### src/rtl/axi4_pkg.sv
// Shared definitions for the single-outstanding AXI4 burst master: FSM states,
// response codes and the 4KB page limit.
package axi4_pkg;

    typedef enum logic [2:0] {
        ST_IDLE,
        ST_CHECK,
        ST_AW,
        ST_W,
        ST_B,
        ST_AR,
        ST_R,
        ST_DONE
    } state_t;

    localparam logic [1:0]  RESP_OKAY    = 2'b00;
    localparam logic [1:0]  RESP_SLVERR  = 2'b10;
    localparam logic [11:0] BOUNDARY_4KB = 12'hFFF;

endpackage

### src/rtl/axi4_burst_master_if.sv
// Command port plus the five AXI4 channels of the burst master, bundled so the
// master and its slave/bench see one consistent set of signals.
interface axi4_burst_master_if #(
    parameter int DATA_WIDTH = 32,
    parameter int ADDR_WIDTH = 16
) ();
    logic                  cmd_valid;
    logic                  cmd_ready;
    logic                  cmd_write;
    logic [ADDR_WIDTH-1:0] cmd_addr;
    logic [7:0]            cmd_len;
    logic [2:0]            cmd_size;
    logic [DATA_WIDTH-1:0] cmd_seed;
    logic                  done;
    logic                  err;
    logic                  mismatch;

    logic [ADDR_WIDTH-1:0] AWADDR;
    logic [7:0]            AWLEN;
    logic [2:0]            AWSIZE;
    logic                  AWVALID;
    logic                  AWREADY;
    logic [DATA_WIDTH-1:0] WDATA;
    logic                  WLAST;
    logic                  WVALID;
    logic                  WREADY;
    logic [1:0]            BRESP;
    logic                  BVALID;
    logic                  BREADY;
    logic [ADDR_WIDTH-1:0] ARADDR;
    logic [7:0]            ARLEN;
    logic [2:0]            ARSIZE;
    logic                  ARVALID;
    logic                  ARREADY;
    logic [DATA_WIDTH-1:0] RDATA;
    logic [1:0]            RRESP;
    logic                  RLAST;
    logic                  RVALID;
    logic                  RREADY;

    modport master (
        input  cmd_valid, cmd_write, cmd_addr, cmd_len, cmd_size, cmd_seed,
        input  AWREADY, WREADY, BRESP, BVALID, ARREADY,
        input  RDATA, RRESP, RLAST, RVALID,
        output cmd_ready, done, err, mismatch,
        output AWADDR, AWLEN, AWSIZE, AWVALID, WDATA, WLAST, WVALID, BREADY,
        output ARADDR, ARLEN, ARSIZE, ARVALID, RREADY
    );

    modport slave (
        output cmd_valid, cmd_write, cmd_addr, cmd_len, cmd_size, cmd_seed,
        output AWREADY, WREADY, BRESP, BVALID, ARREADY,
        output RDATA, RRESP, RLAST, RVALID,
        input  cmd_ready, done, err, mismatch,
        input  AWADDR, AWLEN, AWSIZE, AWVALID, WDATA, WLAST, WVALID, BREADY,
        input  ARADDR, ARLEN, ARSIZE, ARVALID, RREADY
    );
endinterface

### src/rtl/axi4_burst_master.sv
// Single-outstanding AXI4 INCR burst master: writes a seed+beat pattern or reads
// it back and checks it, reporting err/mismatch with a one-cycle done pulse.
module axi4_burst_master
    import axi4_pkg::*;
#(
    parameter int DATA_WIDTH = 32,
    parameter int ADDR_WIDTH = 16
) (
    input logic                 ACLK,
    input logic                 ARESET,
    axi4_burst_master_if.master bus
);

    state_t                r_state;
    state_t                w_next;
    logic                  r_write;
    logic [ADDR_WIDTH-1:0] r_addr;
    logic [7:0]            r_len;
    logic [2:0]            r_size;
    logic [DATA_WIDTH-1:0] r_seed;
    logic [7:0]            r_beat;
    logic                  r_err;
    logic                  r_mismatch;

    logic [DATA_WIDTH-1:0] w_pattern;
    logic                  w_last_beat;
    logic [31:0]           w_bytes;
    logic [31:0]           w_span;
    logic                  w_reject;

    assign w_pattern   = r_seed + DATA_WIDTH'(r_beat);
    assign w_last_beat = (r_beat == r_len);
    assign w_bytes     = 32'd1 << r_size;
    // Span is measured as len<<size from the start offset inside the 4KB page.
    assign w_span      = 32'(r_addr[11:0]) + (32'(r_len) << r_size);
    assign w_reject    = (w_span > 32'(BOUNDARY_4KB))
                      || (w_bytes > 32'(DATA_WIDTH / 8))
                      || ((32'(r_addr) & (w_bytes - 32'd1)) != 32'd0);

    always_ff @(posedge ACLK or posedge ARESET) begin
        if (ARESET) r_state <= ST_IDLE;
        else        r_state <= w_next;
    end

    always_comb begin
        w_next        = r_state;
        bus.cmd_ready = (r_state == ST_IDLE);
        bus.AWVALID   = (r_state == ST_AW);
        bus.WVALID    = (r_state == ST_W);
        bus.WLAST     = (r_state == ST_W) && w_last_beat;
        bus.BREADY    = (r_state == ST_B);
        bus.ARVALID   = (r_state == ST_AR);
        bus.RREADY    = (r_state == ST_R);
        bus.done      = (r_state == ST_DONE);
        case (r_state)
            ST_IDLE:  if (bus.cmd_valid) w_next = ST_CHECK;
            ST_CHECK: begin
                if (w_reject)     w_next = ST_DONE;
                else if (r_write) w_next = ST_AW;
                else              w_next = ST_AR;
            end
            ST_AW:    if (bus.AWREADY) w_next = ST_W;
            ST_W:     if (bus.WREADY && w_last_beat) w_next = ST_B;
            ST_B:     if (bus.BVALID) w_next = ST_DONE;
            ST_AR:    if (bus.ARREADY) w_next = ST_R;
            // The read burst ends on our own beat count even if RLAST disagrees.
            ST_R:     if (bus.RVALID && w_last_beat) w_next = ST_DONE;
            ST_DONE:  w_next = ST_IDLE;
            default:  w_next = ST_IDLE;
        endcase
    end

    always_ff @(posedge ACLK or posedge ARESET) begin
        if (ARESET) begin
            r_write    <= 1'b0;
            r_addr     <= '0;
            r_len      <= '0;
            r_size     <= '0;
            r_seed     <= '0;
            r_beat     <= '0;
            r_err      <= 1'b0;
            r_mismatch <= 1'b0;
        end else begin
            case (r_state)
                ST_IDLE: begin
                    if (bus.cmd_valid) begin
                        r_write    <= bus.cmd_write;
                        r_addr     <= bus.cmd_addr;
                        r_len      <= bus.cmd_len;
                        r_size     <= bus.cmd_size;
                        r_seed     <= bus.cmd_seed;
                        r_beat     <= '0;
                        r_err      <= 1'b0;
                        r_mismatch <= 1'b0;
                    end
                end
                ST_CHECK: if (w_reject) r_err <= 1'b1;
                ST_W:     if (bus.WREADY) r_beat <= r_beat + 8'd1;
                ST_B:     if (bus.BVALID) r_err <= (bus.BRESP != RESP_OKAY);
                ST_R: begin
                    if (bus.RVALID) begin
                        if (bus.RDATA != w_pattern) r_mismatch <= 1'b1;
                        if ((bus.RRESP != RESP_OKAY) || (bus.RLAST != w_last_beat))
                            r_err <= 1'b1;
                        r_beat <= r_beat + 8'd1;
                    end
                end
                default: ;
            endcase
        end
    end

    // One burst address per transaction; the slave does the INCR stepping.
    assign bus.AWADDR   = r_addr;
    assign bus.AWLEN    = r_len;
    assign bus.AWSIZE   = r_size;
    assign bus.ARADDR   = r_addr;
    assign bus.ARLEN    = r_len;
    assign bus.ARSIZE   = r_size;
    assign bus.WDATA    = w_pattern;
    assign bus.err      = r_err;
    assign bus.mismatch = r_mismatch;

endmodule

### src/flat_wrapper.sv
// flat-port wrapper written by rule: the top's interface ports become plain ports
module axi4_burst_master_flat import axi4_pkg::*;
#(
    parameter int DATA_WIDTH = 32,
    parameter int ADDR_WIDTH = 16
)
  (ACLK, ARESET, bus_cmd_valid, bus_cmd_write, bus_cmd_addr, bus_cmd_len, bus_cmd_size, bus_cmd_seed, bus_AWREADY, bus_WREADY, bus_BRESP, bus_BVALID, bus_ARREADY, bus_RDATA, bus_RRESP, bus_RLAST, bus_RVALID, bus_cmd_ready, bus_done, bus_err, bus_mismatch, bus_AWADDR, bus_AWLEN, bus_AWSIZE, bus_AWVALID, bus_WDATA, bus_WLAST, bus_WVALID, bus_BREADY, bus_ARADDR, bus_ARLEN, bus_ARSIZE, bus_ARVALID, bus_RREADY);
  axi4_burst_master_if #(.DATA_WIDTH(DATA_WIDTH), .ADDR_WIDTH(ADDR_WIDTH)) bus_i ();
  input logic ACLK;
  input logic ARESET;
  input wire logic [$bits(bus_i.cmd_valid)-1:0] bus_cmd_valid;
  input wire logic [$bits(bus_i.cmd_write)-1:0] bus_cmd_write;
  input wire logic [$bits(bus_i.cmd_addr)-1:0] bus_cmd_addr;
  input wire logic [$bits(bus_i.cmd_len)-1:0] bus_cmd_len;
  input wire logic [$bits(bus_i.cmd_size)-1:0] bus_cmd_size;
  input wire logic [$bits(bus_i.cmd_seed)-1:0] bus_cmd_seed;
  input wire logic [$bits(bus_i.AWREADY)-1:0] bus_AWREADY;
  input wire logic [$bits(bus_i.WREADY)-1:0] bus_WREADY;
  input wire logic [$bits(bus_i.BRESP)-1:0] bus_BRESP;
  input wire logic [$bits(bus_i.BVALID)-1:0] bus_BVALID;
  input wire logic [$bits(bus_i.ARREADY)-1:0] bus_ARREADY;
  input wire logic [$bits(bus_i.RDATA)-1:0] bus_RDATA;
  input wire logic [$bits(bus_i.RRESP)-1:0] bus_RRESP;
  input wire logic [$bits(bus_i.RLAST)-1:0] bus_RLAST;
  input wire logic [$bits(bus_i.RVALID)-1:0] bus_RVALID;
  output wire logic [$bits(bus_i.cmd_ready)-1:0] bus_cmd_ready;
  output wire logic [$bits(bus_i.done)-1:0] bus_done;
  output wire logic [$bits(bus_i.err)-1:0] bus_err;
  output wire logic [$bits(bus_i.mismatch)-1:0] bus_mismatch;
  output wire logic [$bits(bus_i.AWADDR)-1:0] bus_AWADDR;
  output wire logic [$bits(bus_i.AWLEN)-1:0] bus_AWLEN;
  output wire logic [$bits(bus_i.AWSIZE)-1:0] bus_AWSIZE;
  output wire logic [$bits(bus_i.AWVALID)-1:0] bus_AWVALID;
  output wire logic [$bits(bus_i.WDATA)-1:0] bus_WDATA;
  output wire logic [$bits(bus_i.WLAST)-1:0] bus_WLAST;
  output wire logic [$bits(bus_i.WVALID)-1:0] bus_WVALID;
  output wire logic [$bits(bus_i.BREADY)-1:0] bus_BREADY;
  output wire logic [$bits(bus_i.ARADDR)-1:0] bus_ARADDR;
  output wire logic [$bits(bus_i.ARLEN)-1:0] bus_ARLEN;
  output wire logic [$bits(bus_i.ARSIZE)-1:0] bus_ARSIZE;
  output wire logic [$bits(bus_i.ARVALID)-1:0] bus_ARVALID;
  output wire logic [$bits(bus_i.RREADY)-1:0] bus_RREADY;
  assign bus_i.cmd_valid = bus_cmd_valid;
  assign bus_i.cmd_write = bus_cmd_write;
  assign bus_i.cmd_addr = bus_cmd_addr;
  assign bus_i.cmd_len = bus_cmd_len;
  assign bus_i.cmd_size = bus_cmd_size;
  assign bus_i.cmd_seed = bus_cmd_seed;
  assign bus_i.AWREADY = bus_AWREADY;
  assign bus_i.WREADY = bus_WREADY;
  assign bus_i.BRESP = bus_BRESP;
  assign bus_i.BVALID = bus_BVALID;
  assign bus_i.ARREADY = bus_ARREADY;
  assign bus_i.RDATA = bus_RDATA;
  assign bus_i.RRESP = bus_RRESP;
  assign bus_i.RLAST = bus_RLAST;
  assign bus_i.RVALID = bus_RVALID;
  assign bus_cmd_ready = bus_i.cmd_ready;
  assign bus_done = bus_i.done;
  assign bus_err = bus_i.err;
  assign bus_mismatch = bus_i.mismatch;
  assign bus_AWADDR = bus_i.AWADDR;
  assign bus_AWLEN = bus_i.AWLEN;
  assign bus_AWSIZE = bus_i.AWSIZE;
  assign bus_AWVALID = bus_i.AWVALID;
  assign bus_WDATA = bus_i.WDATA;
  assign bus_WLAST = bus_i.WLAST;
  assign bus_WVALID = bus_i.WVALID;
  assign bus_BREADY = bus_i.BREADY;
  assign bus_ARADDR = bus_i.ARADDR;
  assign bus_ARLEN = bus_i.ARLEN;
  assign bus_ARSIZE = bus_i.ARSIZE;
  assign bus_ARVALID = bus_i.ARVALID;
  assign bus_RREADY = bus_i.RREADY;
  axi4_burst_master #(.DATA_WIDTH(DATA_WIDTH), .ADDR_WIDTH(ADDR_WIDTH)) u_core (.ACLK(ACLK), .ARESET(ARESET), .bus(bus_i));
endmodule
### config.mk
export PLATFORM = sky130hd
export DESIGN_NAME = axi4_burst_master_flat
export DESIGN_NICKNAME = d
export VERILOG_FILES = /design/src/rtl/axi4_pkg.sv /design/src/rtl/axi4_burst_master_if.sv /design/src/rtl/axi4_burst_master.sv /design/src/flat_wrapper.sv
export SDC_FILE = /design/constraint.sdc
export NUM_CORES = 1
export LEC_CHECK = 0
export CAP_MARGIN = 20
export CORE_ASPECT_RATIO = 1.5
export CORE_MARGIN = 2
export CORE_UTILIZATION = 50
export CTS_CLUSTER_DIAMETER = 50
export CTS_CLUSTER_SIZE = 25
export DETAILED_ROUTE_END_ITERATION = 7
export PLACE_DENSITY_LB_ADDON = 0.2
export SLEW_MARGIN = 20
export SYNTH_ARGS = -nofsm -noshare
export SYNTH_HDL_FRONTEND = slang
export SYNTH_SLANG_ARGS = --single-unit
### constraint.sdc
create_clock -name ACLK -period 4.3 [get_ports ACLK]
set_input_delay 0.86 -clock ACLK [delete_from_list [all_inputs] [get_ports ACLK]]
set_output_delay 0.86 -clock ACLK [all_outputs]
set_load 0.05 [all_outputs]
==> key figures <==
Placed design
  • Post-DP HPWL: 14,700 um
  • Gpl congestion: 0.967
  • Pre-CTS WS: 505 ps
  • Placed Instances: 903
  • Port Buffer Count: 200

Power and ir drop
  • Sw power: 3.95 mW
  • Clock power frac: 0.102
  • Leak: 3.35 nW
  • Total Power: 7.19 mW
  • Sequential fraction of design power: 0.223
  • VDD IR max: 0.514 mV
  • Internal: 3.24 mW
  • Gate power share: 0.674
  • PD cells: 904 nW/um^2
  • Switching share of power: 0.550

Clocking
  • Clk_lat worst skew: 340 ps
  • Bufs on Longest Clock Path: 2
  • Clock Pin Slew Worst Setup and Hold Paths: 70 ps
  • # clock sinks: 73
  • Post-CTS Setup Bufs: 0
  • Root buf cell: clkbuf_16
  • CTS tree: done
  • H-tree levels: 3
  • Num CTS Buffers: 9

Routing
  • Post-route ant nets: 0
  • DRC: 0
  • Via density: 5.80
  • Initial DRC count: 193
  • Vias post-DR: 5,330
  • Total Wirelength: 18,400 um
  • WL/cell: 20.0 um
  • First-pass DRT Iterations: 5

Finish
  • Layout Area Growth over Synthesis: 37.7%
  • Share of cells above drive strength 1: 0.156
  • Ant. Diodes: 0
  • Nets: 892
  • Finished Layout Cells: 919

Logic synthesis
  • Syn Nets: 731
  • Flop and latch count out of synthesis: 73
  • Area contributors post-synth: dfrtp_1 (32%), mux2_2 (11%), xor2_1 (5.2%), xnor2_1 (5.0%), ha_1 (4.5%)
  • EDFF count, synth: 0
  • Synth area leader: dfrtp_1
  • Sequential cell area fraction in the yosys report: 0.316
  • Cell area after synthesis: 5780 um^2
  • Count of cell types in the netlist: 71
  • Syn avg cell area: 9.58 um^2
  • Mapped Cells: 603
  • Most frequent cells after synthesis: dfrtp_1 (73), mux2_2 (57), nand2_1 (47)
  • Ys async rst share: 1.00
  • Synth Flop Type: dfrtp_1
  • Yosys top cell area share: 0.316
  • Yosys warns: 0
  • Top-count cell post-synth: dfrtp_1

STA
  • Max-slew violation count: 0
  • Final worst slack: 153 ps
  • Fin crit period: 4150 ps
  • Tcrit/Tclk final: 0.964
  • Fmax: 241 MHz
  • Hold Slack: 502 ps
  • Hold Vio Cnt, Final: 0
  • Clk_skew: 9.76 ps
  • Final setup fails: 0
  • Slew headroom: 0.415
  • Least-Margin Pin Slew: 878 ps
  • Setup TNS: 0 ps
  • RSZ-0062 raised after global routing: no

Min path
  • Hold path start: u_core.bus.err$_DFFE_PP0P_
  • Worst hold path endpoint: u_core.bus.err$_DFFE_PP0P_
  • Hold depth: 1
  • Worst hold-check path type: flip-flop to flip-flop

Setup path
  • Crit path max fanout: 8
  • Crit. End Element: primary output
  • Worst reg2reg path endpoint: u_core.bus.err$_DFFE_PP0P_
  • Top delay family on crit path: simple AND/OR/NAND/NOR gates
  • Worst reg2reg path depth: 10
  • Worst Setup Path Type: flip-flop to primary output
  • Crit-path max cell delay: 820 ps
  • CP Depth: 7
  • Startpoint Class: flip-flop
  • Reg2Reg Launch Point: u_core.bus.ARSIZE[1]$_DFFE_PP0P_
  • Crit path DAT: 3290 ps
  • WP buf/inv: 1
  • R2R setup slack: 980 ps
  • Worst path cell trace: ha_1 > nand4_2 > nor3_4 > nor2_2 > or3_1 > nand2_1 > clkdlybuf4s50_1
  • Critical-path top delay cell: clkdlybuf4s50_1
  • WP data required: 3440 ps

Floorplan
  • Die Y: 136 um
  • Initial Util: 0.506
  • I/O pin total: 201
  • Row cnt: 48
  • Die area: 12,400 um^2
  • Chip width: 91.8 um
  • Core Area: 11,400 um^2

Job
  • Maxcap violations: 0

Global routing
  • Largest net degree at the start of global routing: 52
  • Vias in the first global route: 5,368
  • GRT Util Overall: 0.291
  • First-pass GRT wire length: 27,900 um
  • Grt total ovfl: 0
  • Initial antenna violation count: 0

Run status
  • Status: finished, final reports clean
logic make-up after synthesis:
logic type      share of synthesized area
compound gates                      0.154
xor+xnor                            0.124
fa+ha+maj                          0.0524
buf+inv                            0.0730
flops                               0.316
mux                                 0.127
simple gates                        0.153
per-layer routing:
layer,track usage,routed length (um),vias up
li1,-,-,2462
met1,0.300,6450,2568
met2,0.559,10100,251
met3,0.0440,1010,49
met4,0.153,812,0
met5,0,0,-
worst reg2reg max path: stages (launching register included):
cell and delay, ps:
dfrtp_1 770, mux2_2 430, o21ai_0 270, nor2_1 80
ha_1 180, a211oi_1 230, o2111ai_1 200, a2111oi_0 470
a21oi_1 190, o21ba_2 230, o22a_1 170
layout by cell type, fill, tap and decap left out, drive strengths merged, types with 19 or more instances in the layout:
cell type,instances
buf,22
clkdlybuf4s50,185
mux2,57
xor2,34
nand3,21
nor2,30
dfrtp,73
ha,21
o21ai,31
a21oi,19
nand2,47
inv,22
xnor2,34
cell type report:
| class | count | area [um^2] |
|---|---|---|
| Clock inverter | 6 | 50.0 |
| Tap cell | 150 | 188 |
| Sequential cell | 73 | 1830 |
| Clock buffer | 10 | 239 |
| Inverter | 21 | 80.1 |
| Timing Repair Buffer | 208 | 2040 |
| Fill cell | 901 | 3450 |
| Multi-Input combinational cell | 451 | 3530 |
state kept, by name (all words and copies together), names as in the netlist:
signal	cells
u_core.r_seed	32
u_core.bus.ARADDR	16
u_core.bus.ARLEN	8
u_core.r_beat	8
u_core.bus.ARSIZE	3
u_core.r_state	3
u_core.bus.err	1
u_core.bus.mismatch	1
u_core.r_write	1
how the worst max path moves through the flow:
stage | slack (ps) | startpoint | end
floorplan | 630 | u_core.r_beat[0]$_DFFE_PP0P_ | bus_WDATA[30]
global placement | 560 | u_core.r_beat[6]$_DFFE_PP0P_ | bus_WDATA[13]
detailed placement | 510 | u_core.r_beat[6]$_DFFE_PP0P_ | bus_WDATA[13]
CTS | 100 | u_core.r_beat[6]$_DFFE_PP0P_ | bus_WDATA[13]
global route | 10 | u_core.r_beat[6]$_DFFE_PP0P_ | bus_WDATA[31]
finish | 150 | u_core.r_beat[6]$_DFFE_PP0P_ | bus_WDATA[29]
power by group through the flow:
stage	Combinational, mW	Sequential [mW]	Clock [mW]
final	4.85	1.61	0.736
after global routing	5.09	1.66	0.776
after CTS	4.84	1.60	0.748
after detailed placement	4.82	1.61	0
after global placement	4.76	1.59	0
after floorplan	3.23	1.78	0
metrics by stage:
| stage | area (um^2) | util |
|---|---|---|
| after global routing | 7960 | 0.697 |
| after detailed placement | 7660 | 0.672 |
| after floorplan | 5780 | - |
| final | 7960 | 0.697 |
| after global placement | 7660 | 0.672 |
| after CTS | 7950 | 0.697 |
what timing repair did:
item,CTS,global route
hold buffers,0,0
resized for setup,0,1
endpoints found under the setup margin,0,1
Note: power is estimated with default switching activity, not from simulation.
